**config.mk**
```make
export PLATFORM = sky130hd
export DESIGN_NAME = fifo_read_master
export DESIGN_NICKNAME = d
export VERILOG_FILES = /design/src/rtl/fifo_read_master_pkg.sv /design/src/rtl/fifo_read_master_skid_buffer.sv /design/src/rtl/fifo_read_master.sv
export SDC_FILE = /design/constraint.sdc
export NUM_CORES = 1
export LEC_CHECK = 0
export ABC_AREA = 1
export ABC_CLOCK_PERIOD_IN_PS = 3500
export CAP_MARGIN = 0
export CELL_PAD_IN_SITES_DETAIL_PLACEMENT = 0
export CELL_PAD_IN_SITES_GLOBAL_PLACEMENT = 1
export CORE_MARGIN = 2
export CORE_UTILIZATION = 33
export CTS_CLUSTER_DIAMETER = 80
export DETAILED_ROUTE_END_ITERATION = 7
export PLACE_DENSITY = 0.8
export SLEW_MARGIN = 10
export SYNTH_ARGS = -nofsm -noshare
export SYNTH_HDL_FRONTEND = slang
export SYNTH_SLANG_ARGS = --single-unit
```
**constraint.sdc**
```tcl
create_clock -name clk -period 3.5 [get_ports clk]
set_input_delay 0.525 -clock clk [delete_from_list [all_inputs] [get_ports clk]]
set_output_delay 0.525 -clock clk [all_outputs]
set_load 0.02 [all_outputs]
```
**src/rtl/fifo_read_master_pkg.sv**
```systemverilog
// rtl/fifo_read_master_pkg.sv - shared types and constants for the FIFO read master
//
// Purpose: state encoding for the read-master controller and its default
//          skid-buffer depth, imported by the top level and the skid buffer.
// Ports:   none (package).

package fifo_read_master_pkg;

    typedef enum logic [1:0] {
        RD_IDLE,
        RD_RUN,
        RD_DRAIN
    } rd_state_e;

    localparam int RD_SKID_DEPTH = 2;
    localparam int RD_FIFO_WIDTH = 16;

endpackage

```
**src/rtl/fifo_read_master_skid_buffer.sv**
```systemverilog
// rtl/fifo_read_master_skid_buffer.sv - circular skid buffer holding fetched FIFO words
//
// Purpose: DEPTH-entry circular buffer with wrap-around read/write pointers.
//          Push and pop in the same cycle leave the occupancy unchanged.
// Ports:
//   clk, rst_n  clock and synchronous active-low reset (empties the buffer)
//   push, din   write strobe and data
//   pop         remove head entry (caller only pops when count != 0)
//   dout        head entry (meaningful only while count != 0)
//   count       current occupancy, 0..DEPTH

module fifo_read_master_skid_buffer
    import fifo_read_master_pkg::*;
#(
    parameter int WIDTH = RD_FIFO_WIDTH,
    parameter int DEPTH = RD_SKID_DEPTH,
    localparam int CW   = $clog2(DEPTH + 1),
    localparam int PW   = (DEPTH > 1) ? $clog2(DEPTH) : 1
) (
    input  logic             clk,
    input  logic             rst_n,
    input  logic             push,
    input  logic [WIDTH-1:0] din,
    input  logic             pop,
    output logic [WIDTH-1:0] dout,
    output logic [CW-1:0]    count
);

    logic [WIDTH-1:0] mem [DEPTH];
    logic [PW-1:0]    wr_ptr;
    logic [PW-1:0]    rd_ptr;

    // Explicit wrap so non-power-of-two depths work.
    function automatic logic [PW-1:0] next_ptr(input logic [PW-1:0] p);
        return (p == PW'(DEPTH - 1)) ? '0 : p + 1'b1;
    endfunction

    // Storage needs no reset: count gates every read of it.
    always_ff @(posedge clk) begin
        if (push) begin
            mem[wr_ptr] <= din;
        end
    end

    always_ff @(posedge clk) begin
        if (!rst_n) begin
            wr_ptr <= '0;
            rd_ptr <= '0;
            count  <= '0;
        end else begin
            if (push) begin
                wr_ptr <= next_ptr(wr_ptr);
            end
            if (pop) begin
                rd_ptr <= next_ptr(rd_ptr);
            end
            case ({push, pop})
                2'b10:   count <= count + 1'b1;
                2'b01:   count <= count - 1'b1;
                default: count <= count;
            endcase
        end
    end

    always_ff @(posedge clk) begin
        if (rst_n) begin
            no_overflow: assert (!(push && !pop && count == CW'(DEPTH)));
            no_underrun: assert (!(pop && count == '0));
        end
    end

    assign dout = mem[rd_ptr];

endmodule

```
**src/rtl/fifo_read_master.sv**
```systemverilog
// rtl/fifo_read_master.sv - read-side controller streaming FIFO words to a consumer
//
// Purpose: issues fifo_rd_en from the FIFO empty flag under a credit limit,
//          captures fifo_data_out one cycle later into a skid buffer and
//          presents it on a valid/ready stream. Counts delivered words and
//          keeps a sticky underflow error.
// Ports:
//   clk, rst_n       clock, synchronous active-low reset
//   enable           1 = fetch from FIFO, 0 = stop fetching and drain
//   fifo_rd_en       read strobe to the FIFO
//   fifo_data_out    FIFO read data, valid the cycle after fifo_rd_en
//   fifo_empty       FIFO empty flag
//   fifo_underflow   FIFO underflow indication
//   m_data, m_valid  stream data / valid (data forced to 0 while not valid)
//   m_ready          stream ready
//   rd_count         words delivered on the stream, wrapping
//   underflow_err    sticky underflow flag
//   busy             controller not idle

module fifo_read_master
    import fifo_read_master_pkg::*;
#(
    parameter int FIFO_WIDTH = RD_FIFO_WIDTH,
    parameter int SKID_DEPTH = RD_SKID_DEPTH,
    parameter int CNT_WIDTH  = 32
) (
    input  logic                  clk,
    input  logic                  rst_n,
    input  logic                  enable,
    output logic                  fifo_rd_en,
    input  logic [FIFO_WIDTH-1:0] fifo_data_out,
    input  logic                  fifo_empty,
    input  logic                  fifo_underflow,
    output logic [FIFO_WIDTH-1:0] m_data,
    output logic                  m_valid,
    input  logic                  m_ready,
    output logic [CNT_WIDTH-1:0]  rd_count,
    output logic                  underflow_err,
    output logic                  busy
);

    localparam int OCC_W = $clog2(SKID_DEPTH + 1);

    rd_state_e             state;
    rd_state_e             state_next;
    logic                  inflight;
    logic                  pop;
    logic [OCC_W-1:0]      occ;
    logic [FIFO_WIDTH-1:0] head;
    logic [OCC_W:0]        committed;
    logic                  credit_ok;

    assign m_valid = (occ != '0);
    assign pop     = m_valid & m_ready;
    assign m_data  = m_valid ? head : '0;

    // Slots already claimed after this cycle: buffered + in flight - leaving.
    // pop implies occ >= 1, so the subtraction cannot go negative.
    assign committed = {1'b0, occ} + (OCC_W+1)'(inflight) - (OCC_W+1)'(pop);
    assign credit_ok = (committed < (OCC_W+1)'(SKID_DEPTH));

    // Gated by rst_n so a reset cycle never pulls a word that would be discarded.
    assign fifo_rd_en = rst_n & (state == RD_RUN) & ~fifo_empty & credit_ok;

    fifo_read_master_skid_buffer #(
        .WIDTH (FIFO_WIDTH),
        .DEPTH (SKID_DEPTH)
    ) u_skid (
        .clk   (clk),
        .rst_n (rst_n),
        .push  (inflight),
        .din   (fifo_data_out),
        .pop   (pop),
        .dout  (head),
        .count (occ)
    );

    always_ff @(posedge clk) begin
        if (!rst_n) begin
            state         <= RD_IDLE;
            inflight      <= 1'b0;
            rd_count      <= '0;
            underflow_err <= 1'b0;
        end else begin
            state         <= state_next;
            inflight      <= fifo_rd_en;
            underflow_err <= underflow_err | fifo_underflow;
            if (pop) begin
                rd_count <= rd_count + 1'b1;
            end
        end
    end

    always_comb begin
        state_next = state;
        busy       = (state != RD_IDLE);
        case (state)
            RD_IDLE:  if (enable) state_next = RD_RUN;
            RD_RUN:   if (!enable) state_next = RD_DRAIN;
            RD_DRAIN: begin
                if (enable) begin
                    state_next = RD_RUN;
                end else if (!inflight && occ == '0) begin
                    state_next = RD_IDLE;
                end
            end
            default:  state_next = RD_IDLE;
        endcase
    end

    always_ff @(posedge clk) begin
        if (rst_n) begin
            no_read_when_empty: assert (!(fifo_rd_en && fifo_empty));
        end
    end

endmodule
```
* After elaboration in Yosys (flattened, before gate mapping)
Memories as Yosys holds them, arrays and structs flattened. A register that Yosys moved wholly into a read port is not among the register bits.
Index checks and enable logic that the tools add are counted.
W data, S select, Z words.
** Storage, ports and cells
- Logic and storage cells :: 50
- Memories kept :: 1
- RAM bits :: 32
- Input port bits :: 22
- Register bits after elaboration :: 40
- Output and inout bits :: 52
** Memory list
- u_skid.mem :: depth 2, bits a word 16, rd ports 1, clocked after memory_dff 1, wr ports 1, RTL line fifo_read_master_skid_buffer.sv:29 : logic [WIDTH-1:0] mem [DEPTH];
** Cells by class
- Bitwise logic cells :: 6
- $lt $le $gt $ge :: 1
- Reductions and logical operators :: 8
- Eq/ne operators :: 7
- Muxes and demuxes :: 13
- Add/subtract/negate cells :: 7
** Operators with widths (count)
- $add A32 B1 Y32 const B :: 1
- $mux W16 :: 1
- $mux W2 :: 4
- $mux W1 :: 6
- $pmux W2 S3 :: 1
- $reduce_bool A2 Y1 :: 3
- $and A1 B1 Y1 :: 4
- $eq A2 B1 Y1 const B :: 2
- $eq A2 B2 Y1 const B :: 2
- $logic_not A2 Y1 :: 2
- $ne A2 B2 Y1 const B :: 2
- $pmux W2 S2 :: 1
- $add A2 B1 Y3 :: 1
- $lt A3 B2 Y1 const B :: 1
- $ne A3 B3 Y1 const B :: 1
- $reduce_and A3 Y1 :: 1
- $sub A3 B1 Y3 :: 1
- $add A1 B1 Y1 const B :: 2
- $add A2 B1 Y2 const B :: 1
- $sub A2 B1 Y2 const B :: 1
- $logic_and A1 B1 Y1 :: 1
- $logic_not A1 Y1 :: 1
- $not A1 Y1 :: 1
- $or A1 B1 Y1 :: 1

* Depth between registers and ports, before layout
- Depth in word-level cells :: 5
- Gate-level depth with buffers :: 10
- Mapped depth without buffers :: 9

* Hierarchy
From an unflattened synthesis, not the netlist that was laid out.
** Second synthesis, totals
- Cell total of the unflattened synthesis :: 427
- Area total of the unflattened synthesis :: 3585.9 um^2
** By module, submodules not included
- fifo_read_master :: seq. area each 720.7 um^2, times used 1, cells an instance 345, area an instance 2160.8 um^2
- fifo_read_master_skid_buffer :: seq. area each 1061.0 um^2, times used 1, cells an instance 82, area an instance 1425.1 um^2

* Worst setup path after synthesis
Ideal clock, no wire load.
- Kind :: input port to output port
- From :: in m_ready
- To :: out fifo_rd_en
- Stages on the path :: 10
- Setup slack :: 0.987 ns
- Buffers on the path :: 2
- Arrival time :: 1.988 ns
- Required time :: 2.975 ns
- Cell sequence :: inv_1 nor2_8 buf_8 buf_6 nand2_1 o21ai_0 nand2_1 fa_1 xnor2_1 and3_1
** Between the ends
- Longest elaborated chain between the ends :: 4
** Ends and longest elaborated chain
- start: declaration :: RTL line fifo_read_master.sv:36 : input logic m_ready,
- $and A1 B1 Y1 :: RTL line fifo_read_master.sv:54 : assign pop = m_valid & m_ready;
- $sub A3 B1 Y3 :: RTL line fifo_read_master.sv:59 : assign committed = {1'b0, occ} + (OCC_W+1)'(inflight) - (OCC_W+1)'(pop);
- $lt A3 B2 Y1 :: RTL line fifo_read_master.sv:60 : assign credit_ok = (committed < (OCC_W+1)'(SKID_DEPTH));
- $and A1 B1 Y1 :: RTL line fifo_read_master.sv:63 : assign fifo_rd_en = rst_n & (state == RD_RUN) & ~fifo_empty & credit_ok;
- end: declaration :: RTL line fifo_read_master.sv:30 : output logic fifo_rd_en,
No other way between the ends.

* Worst setup path after layout
Same ends and word-level chain as after synthesis.

==> impl_results.md <==
* Largest family of logic cells by synthesized area: simple AND/OR/NAND/NOR gates
* N_diodes at 0
* Port Buffers at between 70 and 80
* Crit. End Element: output pin
* Setup TNS at 0 ns
* Tot GR Track Use at between 10% and 20%
* Starting Density at about a third
* Vias in the first global route at approximately 2800
* Setup bufs post-CTS at 0
* Synthesized area per cell at 7.98 um2
* Gr ovfl total at 0
* Max-Cap Viols at 0
* Clock sink total at 73
* Post-synthesis xor/xnor area fraction at less than 1%
* Peak supply drop at around 0.00019 V
* Synth Register Bits at 73
* Via-per-instance ratio at approximately 4.6
* Wirelength, routed at approximately 8400 um
* Share of cells above drive strength 1 at under 10%
* Final Net Count at 533
* Main synth FF type: dfxtp_1
* Worst EP arrival at between 2 and 3 ns
* Critical path launch point type: primary input
* Register area share after synthesis at approximately half
* DR WL met3 at ~420 um
* RSZ-0062 raised after global routing: false
* Met2 wire length at about 3900 um
* Worst-path clk slew at roughly 0.090 ns
* Cells after synthesis at 430
* CP Buf/Inv Count at 3
* Top Ports at 74
* Die X-Extent at about 110 um
* Worst min-delay path class: reg2reg
* CP required at 2.97 ns
* Core area at a little over 10000 um2
* Cell row count at 37
* Final Cell Area at 4510 um2
* Wire length per cell at approximately 13 um
* Post-synthesis mux area share at 0%
* Post-synth EDFFs at 32
* Top-count cell post-synth: nand2_1
* H-tree depth at 3
* Synth Area in Adders at less than 1%
* Skew-Pair Late Insertion Delay at around 0.34 ns
* Leakage at 1.57 nW
* Levels on crit path at 10
* Post-synth top area share at roughly 28%
* 1st-iter DRT viols at 133
* Top sig layer: met4
* Finished Layout Cells at 650
* Async SR Flop Fraction at 0%
* Synth top area cells: edfxtp_1 28%, dfxtp_1 24%, nand2_1 13%
* Compound-Gate Fraction of Synth Area at 7.95%
* Worst-Margin Slew at approximately 0.69 ns
* Period utilization at 94.7%
* Area of the mapped netlist at 3430 um2
* Dpl hpwl at just over 6000 um
* Area after DPL at between 4000 and 5000 um2
* Synth-to-layout area growth at 31.6%
* CP Class: in2out
* Antenna viol nets, final at 0
* Hold_buf cts at 0
* Num CTS Buffers at 9
* Synth cell types at 32
* Global-route wire length before repair at around 14000 um
* Synth top cells by count: 120 x nand2_1, 74 x nor2_1, 42 x inv_1, 41 x dfxtp_1, 38 x a21oi_1
* Critical Path Fanout Max at 2
* Final critical-path required period at roughly 3.3 ns
* DRT met1 WL at roughly 4000 um
* Final GP Congestion at 0.809
* Endpoints failing hold at 0
* Largest area contributor in the synthesized netlist: edfxtp_1
* TritonCTS clock tree: built
* Largest net degree at the start of global routing at 29
* Slew Limit Fails at 0
* Relative slew slack at a little over half
* Crit path largest cell delay at 0.59 ns
* Pwr/cell area at roughly 500 nW/um2
* CP max-delay cell: clkdlybuf4s50_1
* Crit path max-delay family: buffers and inverters
* Initial antenna violation count at 0
* Simple logic cell fraction of the synthesized area at 32.2%
* Drt drc at 0
* Net count after synthesis at 454
* Worst Hold Path Cells at 1
* Post-layout util at between 40% and 50%
* Post_cts resized at 0
* Chip height at around 110 um
* Die area at 11200 um2
* Yosys warns at 0
* Critical path, cell by cell: clkdlybuf4s50_1 > inv_1 > nor2_8 > nand2_1 > o21ai_0 > nand2_1 > fa_1 > xnor2_1 > and3_1 > clkdlybuf4s50_1
* Dpl cells at 634
* R2R cell count at 9
* Fmax at 0.302 GHz
* Clock root buffer: clkbuf_8
* Status: completed
* CTS max path bufs at 2
* Final setup violation count at 0
* First-pass detailed-route iteration total at 7
* Vias at approximately 3000
* Setup Skew at about 0.011 ns
cell usage in the layout, fill, tap and decap left out, drive strengths merged:
master	netlist	layout
nand3	25	25
edfxtp	32	32
fa	1	1
o21bai	2	2
xnor2	1	1
nor4b	1	1
nand4	3	3
bufinv	0	1
and3	2	2
and2	1	1
clkdlybuf4s50	0	73
clkbuf	6	9
dfxtp	41	41
buf	4	5
nor3	8	8
ha	1	1
clkinv	0	3
o21a	1	1
o21ai	12	12
nand2	121	121
inv	43	45
a21oi	38	38
nor2	86	86
clkinvlp	0	1
xor2	1	1
through the flow:
stage	setup slack [ns]	hold slack, ns	total power, mW
global placement	0.266	0.435	1.61
finish	0.184	0.455	2.28
detailed placement	0.195	0.445	1.62
floorplan	0.987	0.425	1.37
CTS	0.199	0.453	2.31
global route	0.0817	0.484	2.40
path summary, 6_finish.rpt:
kind	from	to	slack (ns)
worst min register to register	u_skid.rd_ptr$_SDFFE_PN0P_	register	0.45
worst min-delay path	u_skid.rd_ptr$_SDFFE_PN0P_	register	0.45
worst max-delay path	m_ready	fifo_rd_en	0.18
worst max register to register	u_skid.count[1]$_SDFFE_PN0P_	rd_count[24]$_SDFFE_PN0P_	1.70
cell type report:
type | instances | area (um2)
Fill cell | 1063 | 5670
Timing Repair Buffer | 78 | 768
Sequential cell | 73 | 1780
Inverter | 43 | 164
Tap cell | 136 | 170
Clock inverter | 7 | 77.6
Clock buffer | 9 | 124
Multi-Input combinational cell | 304 | 1430
metal layers:
layer  global-route usage (%)  up-vias
met5                        0        -
li1                         -     1546
met1                     20.8     1369
met4                     5.64        0
met3                     3.19       10
met2                     25.3       88
kinds of logic (layout without fill, tap and decap cells):
family | Yosys count | count (layout)
buffers and inverters | 53 | 137
and+or+nand+nor | 247 | 247
adders and majority gates | 2 | 2
xor gates and xnor gates | 2 | 2
DFF | 73 | 73
AOI/OAI and AO/OA | 53 | 53
sequential cells by signal (all words and copies together), names as in the netlist, named ones only:
| name | count |
|---|---|
| u_skid.count | 2 |
| u_skid.rd_ptr | 1 |
| state | 2 |
| underflow_err | 1 |
| inflight | 1 |
| u_skid.mem | 32 |
| u_skid.wr_ptr | 1 |
| rd_count | 32 |
where the power goes:
part / switching, mW / internal (mW)
clock network: 0.342 / 0.336
registers: 0.0479 / 0.926
logic: 0.361 / 0.266
No activity file was read; power rests on OpenSTA's default activity.
